`src/rtl/ivl_uvm_ovl_range_counter_ctrl_pkg.sv`:
```
// Shared types and the range legality rule used by the range counter controller
// and by anything that needs to predict its decisions.
package ivl_uvm_ovl_ctrl_pkg;

    typedef enum logic [1:0] {
        S_INIT = 2'd0,
        S_RUN  = 2'd1,
        S_HOLD = 2'd2
    } state_t;

    localparam logic DIR_DEC = 1'b0;
    localparam logic DIR_INC = 1'b1;

    // True when applying step in direction dir keeps count inside [min_v, max_v];
    // a decrement larger than count counts as a wrap and is illegal.
    function automatic logic range_ok(input int unsigned count,
                                      input int unsigned step,
                                      input logic        dir,
                                      input int unsigned min_v,
                                      input int unsigned max_v);
        if (dir == DIR_INC) begin
            return (count + step) <= max_v;
        end
        return (step <= count) && ((count - step) >= min_v);
    endfunction

endpackage

```
`src/rtl/ivl_uvm_ovl_range_counter_ctrl_rr_arb.sv`:
```
// Combinational round-robin arbiter: the first requester at or after ptr wins.
module ivl_uvm_ovl_rr_arb #(
    parameter int NUM_REQ = 2,
    parameter int IDW     = $clog2(NUM_REQ)
) (
    input  logic [NUM_REQ-1:0] req,
    input  logic [IDW-1:0]     ptr,
    output logic [NUM_REQ-1:0] grant,
    output logic [IDW-1:0]     grant_id
);

    logic found;

    always_comb begin
        grant    = '0;
        grant_id = '0;
        found    = 1'b0;
        for (int k = 0; k < NUM_REQ; k++) begin
            for (int i = 0; i < NUM_REQ; i++) begin
                if (!found && req[i] && (i == ((int'(ptr) + k) % NUM_REQ))) begin
                    found    = 1'b1;
                    grant[i] = 1'b1;
                    grant_id = IDW'(i);
                end
            end
        end
    end

endmodule

```
`src/rtl/ivl_uvm_ovl_range_counter_ctrl.sv`:
```
// Range-bounded shared counter: round-robin grants one inc/dec command per cycle
// and refuses any command that would leave [MIN, MAX].
module ivl_uvm_ovl_range_counter_ctrl
    import ivl_uvm_ovl_ctrl_pkg::*;
#(
    parameter int WIDTH   = 4,
    parameter int MIN     = 4,
    parameter int MAX     = 12,
    parameter int NUM_REQ = 2,
    parameter int STEP_W  = 2,
    parameter int IDW     = $clog2(NUM_REQ)
) (
    input  logic                      clock,
    input  logic                      reset,
    input  logic                      enable,
    input  logic                      clear,
    input  logic [NUM_REQ-1:0]        req_valid,
    input  logic [NUM_REQ-1:0]        req_dir,
    input  logic [NUM_REQ*STEP_W-1:0] req_step,
    output logic [NUM_REQ-1:0]        req_ready,
    output logic [WIDTH-1:0]          count,
    output logic                      at_min,
    output logic                      at_max,
    output logic                      underflow_rej,
    output logic                      overflow_rej,
    output logic [IDW-1:0]            rej_id,
    output state_t                    state
);

    // Handshake: a request is presented by holding req_valid/req_dir/req_step
    // stable; it is consumed (applied or refused) in the cycle req_ready pulses.

    state_t               state_q, state_d;
    logic [IDW-1:0]       ptr_q, ptr_d;
    logic [WIDTH-1:0]     count_q, count_d;
    logic [NUM_REQ-1:0]   ready_q, ready_d;
    logic                 uf_q, uf_d, of_q, of_d;
    logic [IDW-1:0]       rej_id_q, rej_id_d;

    logic [NUM_REQ-1:0]   arb_req, grant;
    logic [IDW-1:0]       grant_id;
    logic [STEP_W-1:0]    sel_step;
    logic                 sel_dir;
    logic [WIDTH:0]       sum, diff;

    ivl_uvm_ovl_rr_arb #(.NUM_REQ(NUM_REQ), .IDW(IDW)) u_arb (
        .req      (arb_req),
        .ptr      (ptr_q),
        .grant    (grant),
        .grant_id (grant_id)
    );

    always_comb begin
        state_d = state_q;
        case (state_q)
            S_INIT:  state_d = enable ? S_RUN : S_HOLD;
            S_RUN:   if (!enable) state_d = S_HOLD;
            S_HOLD:  if (enable) state_d = S_RUN;
            default: state_d = S_INIT;
        endcase
    end

    // Clear outranks arbitration, so requests are hidden from the arbiter.
    assign arb_req = (state_q == S_RUN && enable && !clear) ? req_valid : '0;

    always_comb begin
        sel_step = '0;
        sel_dir  = DIR_DEC;
        for (int i = 0; i < NUM_REQ; i++) begin
            if (grant[i]) begin
                sel_step = req_step[i*STEP_W +: STEP_W];
                sel_dir  = req_dir[i];
            end
        end
    end

    assign sum  = {1'b0, count_q} + (WIDTH+1)'(sel_step);
    assign diff = {1'b0, count_q} - (WIDTH+1)'(sel_step);

    always_comb begin
        count_d  = count_q;
        ready_d  = '0;
        uf_d     = 1'b0;
        of_d     = 1'b0;
        rej_id_d = '0;
        ptr_d    = ptr_q;
        if (clear && state_q != S_INIT) begin
            count_d = WIDTH'(MIN);
        end else if (|grant) begin
            ready_d = grant;
            ptr_d   = (grant_id == IDW'(NUM_REQ - 1)) ? '0 : grant_id + IDW'(1);
            if (range_ok(32'(count_q), 32'(sel_step), sel_dir, MIN, MAX)) begin
                count_d = (sel_dir == DIR_INC) ? sum[WIDTH-1:0] : diff[WIDTH-1:0];
            end else begin
                uf_d     = (sel_dir == DIR_DEC);
                of_d     = (sel_dir == DIR_INC);
                rej_id_d = grant_id;
            end
        end
    end

    always_ff @(posedge clock) begin
        if (reset) begin
            state_q  <= S_INIT;
            ptr_q    <= '0;
            count_q  <= WIDTH'(MIN);
            ready_q  <= '0;
            uf_q     <= 1'b0;
            of_q     <= 1'b0;
            rej_id_q <= '0;
        end else begin
            state_q  <= state_d;
            ptr_q    <= ptr_d;
            count_q  <= count_d;
            ready_q  <= ready_d;
            uf_q     <= uf_d;
            of_q     <= of_d;
            rej_id_q <= rej_id_d;
        end
    end

    assign req_ready     = ready_q;
    assign count         = count_q;
    assign at_min        = (count_q == WIDTH'(MIN));
    assign at_max        = (count_q == WIDTH'(MAX));
    assign underflow_rej = uf_q;
    assign overflow_rej  = of_q;
    assign rej_id        = rej_id_q;
    assign state         = state_q;

endmodule

```
`config.mk`:
```
export PLATFORM = sky130hd
export DESIGN_NAME = ivl_uvm_ovl_range_counter_ctrl
export DESIGN_NICKNAME = d
export VERILOG_FILES = /design/src/rtl/ivl_uvm_ovl_range_counter_ctrl_pkg.sv /design/src/rtl/ivl_uvm_ovl_range_counter_ctrl_rr_arb.sv /design/src/rtl/ivl_uvm_ovl_range_counter_ctrl.sv
export SDC_FILE = /design/constraint.sdc
export NUM_CORES = 1
export LEC_CHECK = 0
export BUFFER_PORTS_ARGS = -buffer_cell sky130_fd_sc_hd__buf_2
export CAP_MARGIN = 20
export CORE_MARGIN = 4
export CORE_UTILIZATION = 53
export CTS_CLUSTER_DIAMETER = 200
export DETAILED_ROUTE_END_ITERATION = 10
export PLACE_DENSITY = 0.85
export REMOVE_ABC_BUFFERS = 1
export SYNTH_ARGS = -nofsm -noshare
export SYNTH_HDL_FRONTEND = slang
export SYNTH_SLANG_ARGS = --single-unit
```
`constraint.sdc`:
```
create_clock -name clock -period 5.4 [get_ports clock]
set_clock_uncertainty 0.05 [all_clocks]
set_input_delay 0.81 -clock clock [delete_from_list [all_inputs] [get_ports clock]]
set_output_delay 0.81 -clock clock [all_outputs]
set_load 0.05 [all_outputs]
```
# [Yosys cells after proc, flatten, opt, wreduce, memory -nomap -nowiden]
# Index checks and enable logic that the tools add are counted.
[word_totals] regBits=12 inputBits=12
[op_classes] addsub=6 order_cmp=3 eq_ne=7 mux=26 n_bitwise=4 reduce_logical=26
[ops] op="$logic_not 32->1" count=2
[ops] op="$ge 32x3->1 const B" count=1
[ops] op="$mux 1" count=18
[ops] op="$mux 2" count=6
[ops] op="$logic_and 1x1->1" count=11
[ops] op="$pmux 2 s3" count=1
[ops] op="$reduce_and 2->1" count=3
[ops] op="$add 4x2->5" count=1
[ops] op="$le 5x4->1 const B" count=1
[ops] op="$sub 4x2->5" count=1
[ops] op="$add 4x2->4" count=1
[ops] op="$eq 4x3->1 const B" count=1
[ops] op="$eq 4x4->1 const B" count=1
[ops] op="$le 2x4->1" count=1
[ops] op="$logic_not 1->1" count=4
[ops] op="$mux 4" count=1
[ops] op="$ne 2x2->1 const B" count=2
[ops] op="$reduce_or 2->1" count=2
[ops] op="$reduce_or 4->1" count=1
[ops] op="$sub 4x2->4" count=1
[ops] op="$not 1->1" count=3
[ops] op="$reduce_or 3->1" count=1
[ops] op="$add 1x1->1 const B" count=2
[ops] op="$eq 2x1->1 const B" count=1
[ops] op="5 further kinds" count=5

# [Depth between registers and ports, before layout]
# Gate-level depths: netlist of the first run.
[logic_depth] depth_word=26 ltp_mapped=14 mapped_depth_nobuf=14

# [Modules after synthesis]
# Synthesis of the first run repeated with hierarchy kept, for this count alone.
[unflattened] cells_unflattened=99 area_unflattened_um2=874.6
[modules_own_cells] mod="ivl_uvm_ovl_range_counter_ctrl" n_inst=1 cells_per_inst=95 area_each_um2=844.6
[modules_own_cells] mod="ivl_uvm_ovl_rr_arb" n_inst=1 cells_per_inst=4 area_each_um2=30.0

# [Worst setup path before layout of the first run]
# No wires, ideal clock.
[synth_path] kind="input port to flip-flop" start="in clear" end="reg count_q[3], in the netlist count[3]" arrival_time_ns=3.249 required_time_ns=5.280 slack_ns=2.031 stages=11 n_path_buf=1 cell_sequence="nand4bb_1 clkbuf_2 nor2_1 ha_1 fa_1 or2b_2 nand4_1 a311o_2 o2111ai_2 or3_1 a21oi_1"
[synth_via] elab_chain_len=25 elab_cells_between_ends=43
[synth_lines] element="from (decl)" line_no="ivl_uvm_ovl_range_counter_ctrl.sv:16" text="input logic clear,"
[synth_lines] element="$logic_not 1->1" line_no="ivl_uvm_ovl_range_counter_ctrl.sv:64" text="assign arb_req = (state_q == S_RUN && enable && !clear) ? req_valid : '0;"
[synth_lines] element="$logic_and 1x1->1" line_no="ivl_uvm_ovl_range_counter_ctrl.sv:64"
[synth_lines] element="$mux 2" line_no="ivl_uvm_ovl_range_counter_ctrl.sv:64"
[synth_lines] element="$logic_and 1x1->1" line_no="ivl_uvm_ovl_range_counter_ctrl_rr_arb.sv:20" text="if (!found && req[i] && (i == ((int'(ptr) + k) % NUM_REQ))) begin"
[synth_lines] element="$mux 1" line_no="ivl_uvm_ovl_range_counter_ctrl_rr_arb.sv:20"
[synth_lines] element="$logic_not 1->1" line_no="ivl_uvm_ovl_range_counter_ctrl_rr_arb.sv:20"
[synth_lines] element="$logic_and 1x1->1 (2 in series)" line_no="ivl_uvm_ovl_range_counter_ctrl_rr_arb.sv:20"
[synth_lines] element="$mux 1" line_no="ivl_uvm_ovl_range_counter_ctrl_rr_arb.sv:20"
[synth_lines] element="[... 8 more ...]"
[synth_lines] element="$mux 2 or $mux 1 (tied branches)" line_no="ivl_uvm_ovl_range_counter_ctrl.sv:70" text="if (grant[i]) begin"
[synth_lines] element="$sub 4x2->5, or another cell as far along" line_no="ivl_uvm_ovl_range_counter_ctrl_pkg.sv:24" text="return (step <= count) && ((count - step) >= min_v);"
[synth_lines] element="$ge 32x3->1, or another cell as far along" line_no="ivl_uvm_ovl_range_counter_ctrl_pkg.sv:24"
[synth_lines] element="$logic_and 1x1->1, or another cell as far along" line_no="ivl_uvm_ovl_range_counter_ctrl_pkg.sv:24"
[synth_lines] element="$mux 1" line_no="ivl_uvm_ovl_range_counter_ctrl_pkg.sv:24"
[synth_lines] element="$mux 1" line_no="ivl_uvm_ovl_range_counter_ctrl.sv:89" text="end else if (|grant) begin"
[synth_lines] element="$mux 1" line_no="ivl_uvm_ovl_range_counter_ctrl.sv:87" text="if (clear && state_q != S_INIT) begin"
[synth_lines] element="$reduce_and 2->1 (no line)"
[synth_lines] element="to (signal assigned)" line_no="ivl_uvm_ovl_range_counter_ctrl.sv:106" text="count_q <= WIDTH'(MIN);"
[synth_lines] element="to (signal assigned)" line_no="ivl_uvm_ovl_range_counter_ctrl.sv:114" text="count_q <= count_d;"
[synth_lines] element="to (decl)" line_no="ivl_uvm_ovl_range_counter_ctrl.sv:35" text="logic [WIDTH-1:0] count_q, count_d;"
# Parallel ways exist; a longest one is shown, timed or not. The select of a mux whose other input is x is not followed.
# A chain may end at the register's enable or synchronous reset.

# [Final worst setup path of the first run]
# Same ends and word-level chain as after synthesis.

==> results of run 1 <==
-- final timing paths --
path / start / endpoint / slack, ns / cells past startpoint
worst min register to register: ptr_q$_SDFFE_PP0P_ / ptr_q$_SDFFE_PP0P_ / 0.48 / 1
worst min-delay path: ptr_q$_SDFFE_PP0P_ / ptr_q$_SDFFE_PP0P_ / 0.48 / 1
worst max register to register: ptr_q$_SDFFE_PP0P_ / count[3]$_SDFFE_PP0P_ / 2.09 / 12
worst max-delay path: clear / count[3]$_SDFFE_PP0P_ / 1.80 / 11
-- layer usage --
layer	global-route usage	vias up	wire, um
met5	0	-	0
met4	0.0773	0	33
met3	0.0920	6	189
met2	0.336	40	926
met1	0.238	340	756
li1	-	359	-
-- power by group through the flow --
stage	combinational (mW)	clock [mW]	sequential, mW
5_1_grt	0.0300	0.0599	0.0917
6_report	0.0276	0.0537	0.0915
2_1_floorplan	0.0128	0	0.0977
3_3_place_gp	0.0263	0	0.0934
4_1_cts	0.0276	0.0549	0.0915
3_5_place_dp	0.0274	0	0.0936
-- synth_stat cells (all sizes together) --
library cell,number
o311ai,1
fa,2
a311oi,1
a21o,1
o211ai,1
nor2,10
nand4bb,1
o21ba,1
a32oi,1
and4bb,1
or2b,1
a211oi,1
a311o,1
nor4b,2
nor2b,1
xnor2,1
o21ai,5
inv,4
ha,8
nor4bb,1
a22oi,2
nand4,1
o31ai,1
a211o,1
nand4b,1
a21boi,2
nand2b,2
and2,4
clkbuf,1
or3,1
xor2,1
mux2i,1
o2111ai,1
a21oi,6
dfxtp,12
-- through the flow --
step | hold slack, ns | setup slack (ns) | cells | total power [mW]
global route | 0.521 | 1.63 | 123 | 0.182
floorplan | 0.427 | 1.97 | 81 | 0.110
finish | 0.484 | 1.80 | 123 | 0.173
global placement | 0.459 | 1.73 | 120 | 0.120
detailed placement | 0.477 | 1.55 | 120 | 0.121
CTS | 0.488 | 1.83 | 123 | 0.174
-- cells in the final DEF (no fill, tap or decap), drive strengths merged, types with 2 or more instances in the layout --
cell	count
ha	8
nand2b	2
a21oi	6
and2	4
nor2	10
fa	2
o21ai	5
clkbuf	3
inv	4
dfxtp	12
a21boi	2
a22oi	2
nor4b	2
buf	24
-- layout make-up --
| class | count | area share |
|---|---|---|
| multi-input combinational | 65 | 0.563 |
| sequential | 12 | 0.252 |
| timing repair buffer | 24 | 0.126 |
| clock buffer | 3 | 0.0236 |
| tap | 15 | 0.0197 |
| inverter | 4 | 0.0157 |
-- flip-flops by register name, summed over array words and instances (netlist names) --
register       count
overflow_rej       1
ptr_q              1
count              4
rej_id             1
req_ready          2
state              2
underflow_rej      1
-- critical path, stage by stage --
cell	delay (ns)
buf_2	0.10
nand4bb_1	0.35
nor2_1	0.33
ha_1	0.31
fa_1	0.45
or2b_2	0.31
nand4_1	0.09
a311o_2	0.21
o2111ai_2	0.22
or3_1	0.41
a21oi_1	0.15
-- cells by family (layout without fill, tap and decap cells) --
kind of cell             after synthesis  count (layout)  synth area share
XOR/XNOR                               2               2            0.0220
AO/OA/AOI/OAI                         26              26             0.256
AND/OR/NAND/NOR                       26              26             0.207
flip-flops                            12              12             0.301
multiplexers                           1               1            0.0126
adder cells (fa/ha/maj)               10              10             0.176
buffers and inverters                  5              31            0.0251
==> flow_summary.toml, run 1 <==
[timing]
finalCriticalPeriod_ns = 3.60
hold_violations = 0
setup_viol = 0
setup_tns_ns = 0
slew_headroom = 0.650
worst-slew-pin-transition_ns = 0.520
rsz0062_at_grt = "no"
clock.fmax_ghz = 0.278
finalCritPeriodShare = 0.667
slew_viol_final = 0

[worst_setup_path]
cp-end-kind = "flip-flop"
arrival_ns = 3.75
worstPathRequired_ns = 5.55
path_max_fanout = 8
critPathLaunchType = "input port"
path_class = "input port to flip-flop"

[detailed_routing]
wirelength_um = 1910
via_count = 745
wire_per_inst_um = 15.5
route.detailed.drc = 0
drt_iter0_drc = 15
drtPass1Iterations = 4
final_antenna_net_count = 0
viasPerCell = 6.06

[layout]
multi_input_area_um2 = 537
fin_nets = 132
final_core_util = 0.698
drive_above_1_share = 0.352
synthToLayoutAreaGrowth_pct = 19.6
antenna_cells = 0
final.fill_count = 121
ff_latch_area_um2 = 240
design_area_um2 = 953

[pwr]
p_seq_frac = 0.530
p_int_mw = 0.126
sw_frac_of_total = 0.270
p_comb_frac = 0.160
p_leak_nw = 0.445
power.density_nw_per_um2 = 181
power_switching_mw = 0.0467
clkPwrFrac = 0.311
peakVddDrop_uv = 116

[global_route]
grt.total_usage = 0.206
grt_pass1_vias = 718
antenna_found_initial = 0
grt_max_degree = 11
gr-total-overflow = 0
grt_pass1_wl_um = 3150

[placed_design]
gp_congestion = 0.894
dpl-instance-area_um2 = 931
hpwl_um = 1580
io_buffers = 24

[clocking]
cts_setup_buffers = 0
cts_tree = "built"
cts-hold-fix-buffers = 0
ctsResizeCount = 0
clockRootBuffer = "clkbuf_4"
cts-htree-levels = 1
cts_buffers = 3
cts_buffer_depth = 2
clkSlewWorstSetupHoldPaths_ns = 0.07
cts.sinks = 12
clk_latency_ns = 0.27

[die]
design.die.area_um2 = 2190
row_count = 13
start_util = 0.583
ios = 25
chipHeight_um = 46.8
die_w_um = 46.8
core_um2 = 1370

[run]
maxCapViolations = 0

[synth]
synth_seq_area_share = 0.301
synth_cells = 82
synth_area_leaders = "dfxtp_1 (30%), ha_1 (13%), fa_1 (5.0%)"
synth_top_area_share = 0.301
syn_area_per_cell_um2 = 9.72
yosys_warnings = 0
synth_cell_types = 37
netlist_area_um2 = 797
synth-seq-cells = 12
yosys.area.top_type = "dfxtp_1"

[run_status]
outcome = "finished clean"

[hold_path]
hold_class = "flip-flop to flip-flop"
(Power assumes the default switching activity.)
==> inputs of run 2 (changes only) <==
CORE_UTILIZATION = 49   (was 53)
PLACE_DENSITY = 0.8   (was 0.85)
clock period = 3.63 ns   (was 5.4 ns; I/O delays follow)
==> flow_summary.toml, run 2 (synthesis gave the netlist of run 1 again) <==
[layout]
synthToLayoutAreaGrowth_pct = 20.7
largest_register_ffs = 4
final_cell_mix = "buf_2 (24), dfxtp_1 (12), nor2_1 (10)"
final_core_util = 0.631
drive_above_1_share = 0.358
design_area_um2 = 962
final_common_cell = "buf_2"
stdcell_count = 125
antenna_cells = 0
fin_nets = 133

[timing]
setup_slack_ns = 0.350
timing.hold.ws_ns = 0.421
slew_headroom = 0.672
slew_viol_final = 0
finalCriticalPeriod_ns = 3.28
setup_viol = 0
hold_violations = 0
finalCritPeriodShare = 0.904
rsz0062_at_grt = "no"
clock.fmax_ghz = 0.305
setup_tns_ns = 0
worst-slew-pin-transition_ns = 0.488

[run_status]
outcome = "finished clean"

[pwr]
total_power_mw = 0.252
power.density_nw_per_um2 = 262
p_leak_nw = 0.449
peakVddDrop_uv = 196

[clocking]
cts_tree = "built"
ctsResizeCount = 0
cts-hold-fix-buffers = 0
cts_buffers = 3
cts_setup_buffers = 0
cts_buffer_depth = 2
clockRootBuffer = "clkbuf_4"
cts.sinks = 12
clk_latency_ns = 0.26
clkSlewWorstSetupHoldPaths_ns = 0.06
cts-htree-levels = 1

[worst_setup_path]
cp-end-kind = "flip-flop"
cp_num_buf_inv = 0
r2r_slack_ns = 0.35
worstPathRequired_ns = 3.78
path_class = "flip-flop to flip-flop"
path_max_fanout = 7
arrival_ns = 3.43
critPathMaxStageDelay_ns = 0.48
critPathLaunchType = "flip-flop"
crit_family = "simple AND/OR/NAND/NOR gates"
cp_slowest_cell = "fa_1"
crit_path_cell_trace = "nand2b_1 -> and2_2 -> a22oi_1 -> nor2_1 -> ha_1 -> fa_1 -> or2b_2 -> nand4_1 -> a311o_2 -> o2111ai_2 -> or3_1 -> a21oi_1"

[detailed_routing]
route.detailed.drc = 0
final_antenna_net_count = 0
drt_iter0_drc = 9
wirelength_um = 1720
wire_per_inst_um = 13.8
viasPerCell = 5.86
via_count = 733
drtPass1Iterations = 4

[placed_design]
dpl-instance-area_um2 = 940
io_buffers = 24
pre_cts_ws_ns = 0.124
dp_cells = 122
gp_congestion = 0.754
hpwl_um = 1380

[global_route]
antenna_found_initial = 0
grt_max_degree = 11
grt_pass1_vias = 670
grt_pass1_wl_um = 2820
gr-total-overflow = 0
grt.total_usage = 0.152

[die]
ios = 25
design.die.area_um2 = 2340
die_w_um = 48.3
row_count = 14
core_um2 = 1520
chipHeight_um = 48.3
start_util = 0.523

[hold_path]
hold_class = "input port to flip-flop"

[run]
maxCapViolations = 0
-- run 2: cell count changes in the layout (fill, tap and decap cells not counted) --
| cell | delta |
|---|---|
| buf_4 | +1 |
-- run 2: layout make-up --
cell class              count  area (um^2)
multi-input cells          65          537
repair buffers             25          128
well taps                  16         20.0
inverters                   4         15.0
flip-flops and latches     12          240
fillers                   136          562
clock buffers               3         22.5
-- run 2: where the power goes --
group | internal (mW) | switching, mW | leakage (nW) | total (mW)
Clock | 0.0383 | 0.0373 | 0.0138 | 0.0756
Sequential | 0.134 | 0.00242 | 0.0973 | 0.136
Combinational | 0.0156 | 0.0246 | 0.338 | 0.0402
-- run 2: worst register-to-register path, delay by kind of cell (launching register included) --
| kind | cells | cell delay (ns) |
|---|---|---|
| AO/OA/AOI/OAI | 4 | 0.61 |
| flip-flops | 1 | 0.39 |
| adder cells (fa/ha/maj) | 2 | 0.80 |
| AND/OR/NAND/NOR | 6 | 1.38 |
-- run 2: worst paths after layout --
check,start,end,cells past startpoint
max,ptr_q$_SDFFE_PP0P_,count[3]$_SDFFE_PP0P_,12
min,enable,state[1]$_SDFFE_PP0P_,2
max reg2reg,ptr_q$_SDFFE_PP0P_,count[3]$_SDFFE_PP0P_,12
min reg2reg,ptr_q$_SDFFE_PP0P_,ptr_q$_SDFFE_PP0P_,1
-- run 2: layer usage --
metal  wire, um  track usage  vias to the layer above
met5          0            0                        -
met4         63       0.0876                        0
met3         92       0.0583                        6
met2        895        0.257                       18
met1        672        0.157                      345
li1           -            -                      364
